## src/rtl/hex_disp_pkg.sv

```systemverilog
// Shared definitions for the multiplexed hex seven-segment driver.
// Provides the active-high gfedcba glyph table, the "all segments off"
// code (active-high) and a lookup helper used by hex_seg_rom.
package hex_disp_pkg;

  localparam logic [6:0] SEG_OFF = 7'h00;

  localparam logic [6:0] GLYPHS [16] = '{
    7'h3F, 7'h06, 7'h5B, 7'h4F, 7'h66, 7'h6D, 7'h7D, 7'h07,
    7'h7F, 7'h6F, 7'h77, 7'h7C, 7'h39, 7'h5E, 7'h79, 7'h71
  };

  function automatic logic [6:0] hex_to_seg(input logic [3:0] nibble);
    return GLYPHS[nibble];
  endfunction

endpackage

```

## src/rtl/hex_seg_rom.sv

```systemverilog
// Combinational 4-bit hex to seven-segment glyph lookup (active-high).
// Ports:
//   nibble_i : hex digit to render
//   seg_o    : segments gfedcba, seg_o[0] = a
module hex_seg_rom
  import hex_disp_pkg::*;
(
  input  logic [3:0] nibble_i,
  output logic [6:0] seg_o
);

  always_comb begin
    seg_o = hex_to_seg(nibble_i);
  end

endmodule

```

## src/rtl/hex_scan_display.sv

```systemverilog
// N-digit time-multiplexed hex seven-segment display driver.
// Holds a display word, scans one digit per slot onto a shared segment bus,
// with tear-free frame-synchronous updates, per-digit blanking, leading-zero
// suppression and one dead cycle at the start of each slot.
// Ports:
//   clk, reset         : clock, synchronous active-high reset
//   load, value, dp_in : 1-cycle strobe capturing the next word / dp requests
//   blank_mask         : live per-digit force-dark
//   lz_suppress        : live leading-zero suppression enable
//   seg, dp, an        : registered display pins (polarity per ACTIVE_LOW)
//   pending            : a loaded word is waiting for the next frame start
//   frame_tick         : 1-cycle pulse when the digit index wraps to 0
module hex_scan_display
  import hex_disp_pkg::*;
#(
  parameter int unsigned NUM_DIGITS  = 4,
  parameter int unsigned REFRESH_DIV = 50000,
  parameter int unsigned ACTIVE_LOW  = 1
) (
  input  logic                    clk,
  input  logic                    reset,
  input  logic                    load,
  input  logic [4*NUM_DIGITS-1:0] value,
  input  logic [NUM_DIGITS-1:0]   dp_in,
  input  logic [NUM_DIGITS-1:0]   blank_mask,
  input  logic                    lz_suppress,
  output logic [6:0]              seg,
  output logic                    dp,
  output logic [NUM_DIGITS-1:0]   an,
  output logic                    pending,
  output logic                    frame_tick
);

  localparam int unsigned CW = (REFRESH_DIV > 1) ? $clog2(REFRESH_DIV) : 1;
  localparam int unsigned IW = (NUM_DIGITS > 1) ? $clog2(NUM_DIGITS) : 1;
  localparam bit          AL = (ACTIVE_LOW != 0);

  logic [CW-1:0]           presc_q, presc_d;
  logic [IW-1:0]           idx_q, idx_d;
  logic [4*NUM_DIGITS-1:0] disp_q, disp_d, shadow_q, shadow_d;
  logic [NUM_DIGITS-1:0]   dpr_q, dpr_d, dpsh_q, dpsh_d;
  logic                    pending_q, pending_d;
  logic                    tick_q;
  logic [6:0]              seg_q;
  logic                    dp_q;
  logic [NUM_DIGITS-1:0]   an_q;

  logic                    terminal, wrap, dead, lz_dark, dark, lit;
  logic [3:0]              cur_nib;
  logic [6:0]              rom_seg, seg_hi;
  logic [4*NUM_DIGITS-1:0] upper;
  logic [NUM_DIGITS-1:0]   an_hi;
  logic                    dp_hi;

  assign terminal = (presc_q == CW'(REFRESH_DIV - 1));
  assign wrap     = terminal && (idx_q == IW'(NUM_DIGITS - 1));

  // Prescaler, digit index and shadow/commit next-state.
  always_comb begin
    presc_d   = terminal ? '0 : presc_q + 1'b1;
    idx_d     = idx_q;
    disp_d    = disp_q;
    dpr_d     = dpr_q;
    shadow_d  = shadow_q;
    dpsh_d    = dpsh_q;
    pending_d = pending_q;
    if (terminal) begin
      idx_d = wrap ? '0 : idx_q + 1'b1;
    end
    if (wrap) begin
      // A load landing on the commit edge bypasses the shadow so it is
      // visible in the frame that starts now.
      if (load) begin
        disp_d    = value;
        dpr_d     = dp_in;
        shadow_d  = value;
        dpsh_d    = dp_in;
        pending_d = 1'b0;
      end else if (pending_q) begin
        disp_d    = shadow_q;
        dpr_d     = dpsh_q;
        pending_d = 1'b0;
      end
    end else if (load) begin
      shadow_d  = value;
      dpsh_d    = dp_in;
      pending_d = 1'b1;
    end
  end

  assign cur_nib = disp_q[4*idx_q +: 4];

  hex_seg_rom u_rom (
    .nibble_i (cur_nib),
    .seg_o    (rom_seg)
  );

  // Leading zero: this nibble and every higher one are zero.
  assign upper   = disp_q >> {idx_q, 2'b00};
  assign lz_dark = lz_suppress && (idx_q != '0) && (upper == '0);
  assign dark    = blank_mask[idx_q] || lz_dark;
  assign dead    = (presc_q == '0);
  assign lit     = !dead && !dark;

  always_comb begin
    an_hi  = '0;
    seg_hi = SEG_OFF;
    dp_hi  = 1'b0;
    if (lit) begin
      an_hi  = NUM_DIGITS'(1) << idx_q;
      seg_hi = rom_seg;
      dp_hi  = dpr_q[idx_q];
    end
  end

  always_ff @(posedge clk) begin
    if (reset) begin
      presc_q   <= '0;
      idx_q     <= '0;
      disp_q    <= '0;
      dpr_q     <= '0;
      shadow_q  <= '0;
      dpsh_q    <= '0;
      pending_q <= 1'b0;
      tick_q    <= 1'b0;
      an_q      <= AL ? '1 : '0;
      seg_q     <= AL ? ~SEG_OFF : SEG_OFF;
      dp_q      <= AL;
    end else begin
      presc_q   <= presc_d;
      idx_q     <= idx_d;
      disp_q    <= disp_d;
      dpr_q     <= dpr_d;
      shadow_q  <= shadow_d;
      dpsh_q    <= dpsh_d;
      pending_q <= pending_d;
      tick_q    <= wrap;
      an_q      <= AL ? ~an_hi : an_hi;
      seg_q     <= AL ? ~seg_hi : seg_hi;
      dp_q      <= AL ? ~dp_hi : dp_hi;
    end
  end

  assign seg        = seg_q;
  assign dp         = dp_q;
  assign an         = an_q;
  assign pending    = pending_q;
  assign frame_tick = tick_q;

endmodule

```

## config.mk

```make
export PLATFORM = sky130hd
export DESIGN_NAME = hex_scan_display
export DESIGN_NICKNAME = d
export VERILOG_FILES = /design/src/rtl/hex_disp_pkg.sv /design/src/rtl/hex_seg_rom.sv /design/src/rtl/hex_scan_display.sv
export SDC_FILE = /design/constraint.sdc
export NUM_CORES = 1
export LEC_CHECK = 0
export CORE_MARGIN = 5
export CORE_UTILIZATION = 40
export DETAILED_ROUTE_END_ITERATION = 10
export GPL_ROUTABILITY_DRIVEN = 0
export GPL_TIMING_DRIVEN = 0
export SLEW_MARGIN = 0
export SYNTH_ARGS = -nofsm -noshare
export SYNTH_HDL_FRONTEND = slang
export SYNTH_SLANG_ARGS = --single-unit
```

## constraint.sdc

```tcl
create_clock -name clk -period 2.8 [get_ports clk]
set_clock_uncertainty 0.2 [all_clocks]
set_input_delay 0.56 -clock clk [delete_from_list [all_inputs] [get_ports clk]]
set_output_delay 0.56 -clock clk [all_outputs]
set_load 0.01 [all_outputs]
```

==> impl_metrics.csv <==
group,metric,value,unit
outcome,status,"finished, final reports clean",
power_and_ir_drop,p_leak,1.47,nW
sta,fin_hold_ws,287,ps
drt,first_pass_iters,4,
yosys,synthAdderAreaFrac,4.51,%
yosys,yosys.area_share.simple,15.6,%
global_route,antenna_found_initial,0,
drt,wl_per_cell,14.8,um
yosys,synth.area.top_cells,"dfxtp_1 (43%), a211oi_2 (7.5%), mux2i_1 (7.5%)",
global_route,grt_max_degree,14,
clock_tree,cts_made_buffers,9,
drt,first_iter_violations,105,
floorplan,die_h,101,um
placement,dp_slack,-69.7,ps
critical_path,r2r_cells,8,
clock_tree,cts_resized,0,
yosys,synthMuxAreaShare,12.6,%
global_route,overflow,0,
critical_path,endpoint_kind,"register",
yosys,synth_area,3330,um^2
clock_tree,insertion_delay,350,ps
critical_path,cp_data_required_time,2880,ps
drt,vias_per_cell,5.06,
floorplan,rows,33,
yosys,ys_seq_area_share,43.3,%
layout,layout_common_cells,"dfxtp_1 (72), clkdlybuf4s50_1 (41), nor2_1 (29)",
layout,antennaDiodeCount,0,
placement,dp_hpwl,5120,um
yosys,synth_top_area_share,43.3,%
layout,drive_above_1_share,20.4,%
clock_tree,clk_path_buf_depth,2,
sta,fin_crit_sh,93.6,%
yosys,ys_ff_latch,72,
power_and_ir_drop,p_total,2.15,mW
placement,numPortBuffers,41,
sta,tightestPinTransition,742,ps
yosys,synth_top_family_by_area,"simple AND/OR/NAND/NOR gates",
drt,ant_nets,0,
clock_tree,post-cts-setup-buffer-count,0,
sta,hold_viol,0,
layout,design_area,4110,um^2
drt,via_count,2421,
yosys,synth_fp_nets,356,
min_path,hp-class,"register to register",
yosys,yosys.area.top_type,"dfxtp_1",
yosys,synthArstFlopShare,0,%
layout,nFillCells,754,
sta,relSlewSlack,50.5,%
clock_tree,hold_buffers,0,
min_path,hold_depth,1,
floorplan,dieWidth,101,um
floorplan,dieArea,10300,um^2
drt,wirelength,7070,um
layout,area_delta_synth_final,23.3,%
placement,place_area,3870,um^2
yosys,ys.flop_type,"dfxtp_1",
floorplan,pin_count,42,
job,max_cap_viol_count,0,
sta,fin_crit,2620,ps
layout,mostFrequentLayoutCell,"dfxtp_1",
floorplan,start_util,40.8,%
critical_path,arrival,2700,ps
clock_tree,clk_pin_slew,70,ps
yosys,synth.distinct_cells,49,
global_route,grt_pass1_vias,2339,
placement,dp.cells,462,
global_route,track_usage,14.6,%
yosys,synth-compound-area-share,14.6,%
sta,setup_viol,0,
sta,fmax,0.382,GHz
clock_tree,cts_sinks,72,
global_route,grt_pass1_wl,11700,um
layout,fin_cells,478,
yosys,synth-xor-area-share,2.37,%
critical_path,crit_type,"register to register",
power_and_ir_drop,pwr_density_cell,523,nW/um^2
yosys,synth_edf_count,0,
yosys,synthesis.instances,316,
yosys,synth.avg_cell_area,10.5,um^2
clock_tree,root_buffer,"clkbuf_8",
critical_path,crit_path_max_fanout,10,
power_and_ir_drop,ir_drop,0.276,mV
sta,rsz0062_at_grt,"false",
yosys,yosys_warnings,0,
floorplan,core_area,8180,um^2
sta,slew_viol_final,0,
clock_tree,h-tree-depth,3,
sta,layout_setup_ws,180,ps
critical_path,worstSetupStartpointType,"register",
layout,nets,408,
drt,drc,0,
clock_tree,cts_tree,"done",
synth_stat cells, drive strengths merged (2+ instances only):
cell type	count
or3	5
dfxtp	72
clkbuf	9
nand2	9
o2111ai	2
inv	12
o31ai	2
or2	2
or4	3
mux2i	25
mux4	7
and3	3
nor2	39
nand4	8
a211oi	21
xor2	4
buf	13
nand3	13
nor4	5
nor4b	2
a21oi	26
o21ai	4
ha	12
xnor2	5
critical path, cell delays in order (launching register included):
cell and delay [ps]:
dfxtp_1 370, clkbuf_4 260, mux4_2 600, inv_1 170
ha_1 190, nand2_1 50, a211o_1 320, clkbuf_1 250
nand3_1 150
kinds of logic after synthesis:
kind of cell / count (synthesis)
multiplexers: 33
AO/OA/AOI/OAI: 61
XOR/XNOR: 9
buffers and inverters: 34
AND/OR/NAND/NOR: 95
flip-flops: 72
adder cells (fa/ha/maj): 12
registers in the layout, indices dropped and copies added (netlist names):
signal	cells
disp_q	16
presc_q	16
shadow_q	16
seg	7
an	4
dpr_q	4
dpsh_q	4
idx_q	2
dp	1
frame_tick	1
pending	1
metal layers:
layer	part of all wire [%]	up-vias	GRT usage, %
li1	-	1239	-
met1	50	1136	20.0
met2	45	41	22.0
met3	4.4	5	4.20
met4	1.1	0	5.32
met5	0	-	0
where the power goes:
group          switching [mW]  leakage (nW)  internal (mW)
clock network           0.397         0.109          0.528
logic                  0.0743         0.771         0.0841
registers              0.0108         0.586           1.05
total                   0.482          1.47           1.66
layout make-up:
cell class,instances,area (um^2),share of cell area (%)
Multi-Input combinational cell,210,1660,40.3
Sequential cell,72,1440,35.1
Timing Repair Buffer,41,410,9.99
Buffer,22,194,4.72
Clock buffer,10,138,3.35
Tap cell,105,131,3.20
Clock inverter,6,92.6,2.25
Inverter,12,45.0,1.10
final timing paths:
kind,start,to,slack [ps]
min,presc_q[0]$_SDFF_PP0_,presc_q[0]$_SDFF_PP0_,290
min reg2reg,presc_q[0]$_SDFF_PP0_,presc_q[0]$_SDFF_PP0_,290
max,idx_q[0]$_SDFFE_PP0P_,an[1]$_SDFF_PP1_,180
max reg2reg,idx_q[0]$_SDFFE_PP0P_,an[1]$_SDFF_PP1_,180
through the flow:
stage	utilization, %	setup TNS [ps]
after floorplan	-	0
after global routing	50.2	0
final	50.2	0
after CTS	50.2	0
after detailed placement	47.4	-365
after global placement	47.4	-354
(Power assumes the default switching activity.)
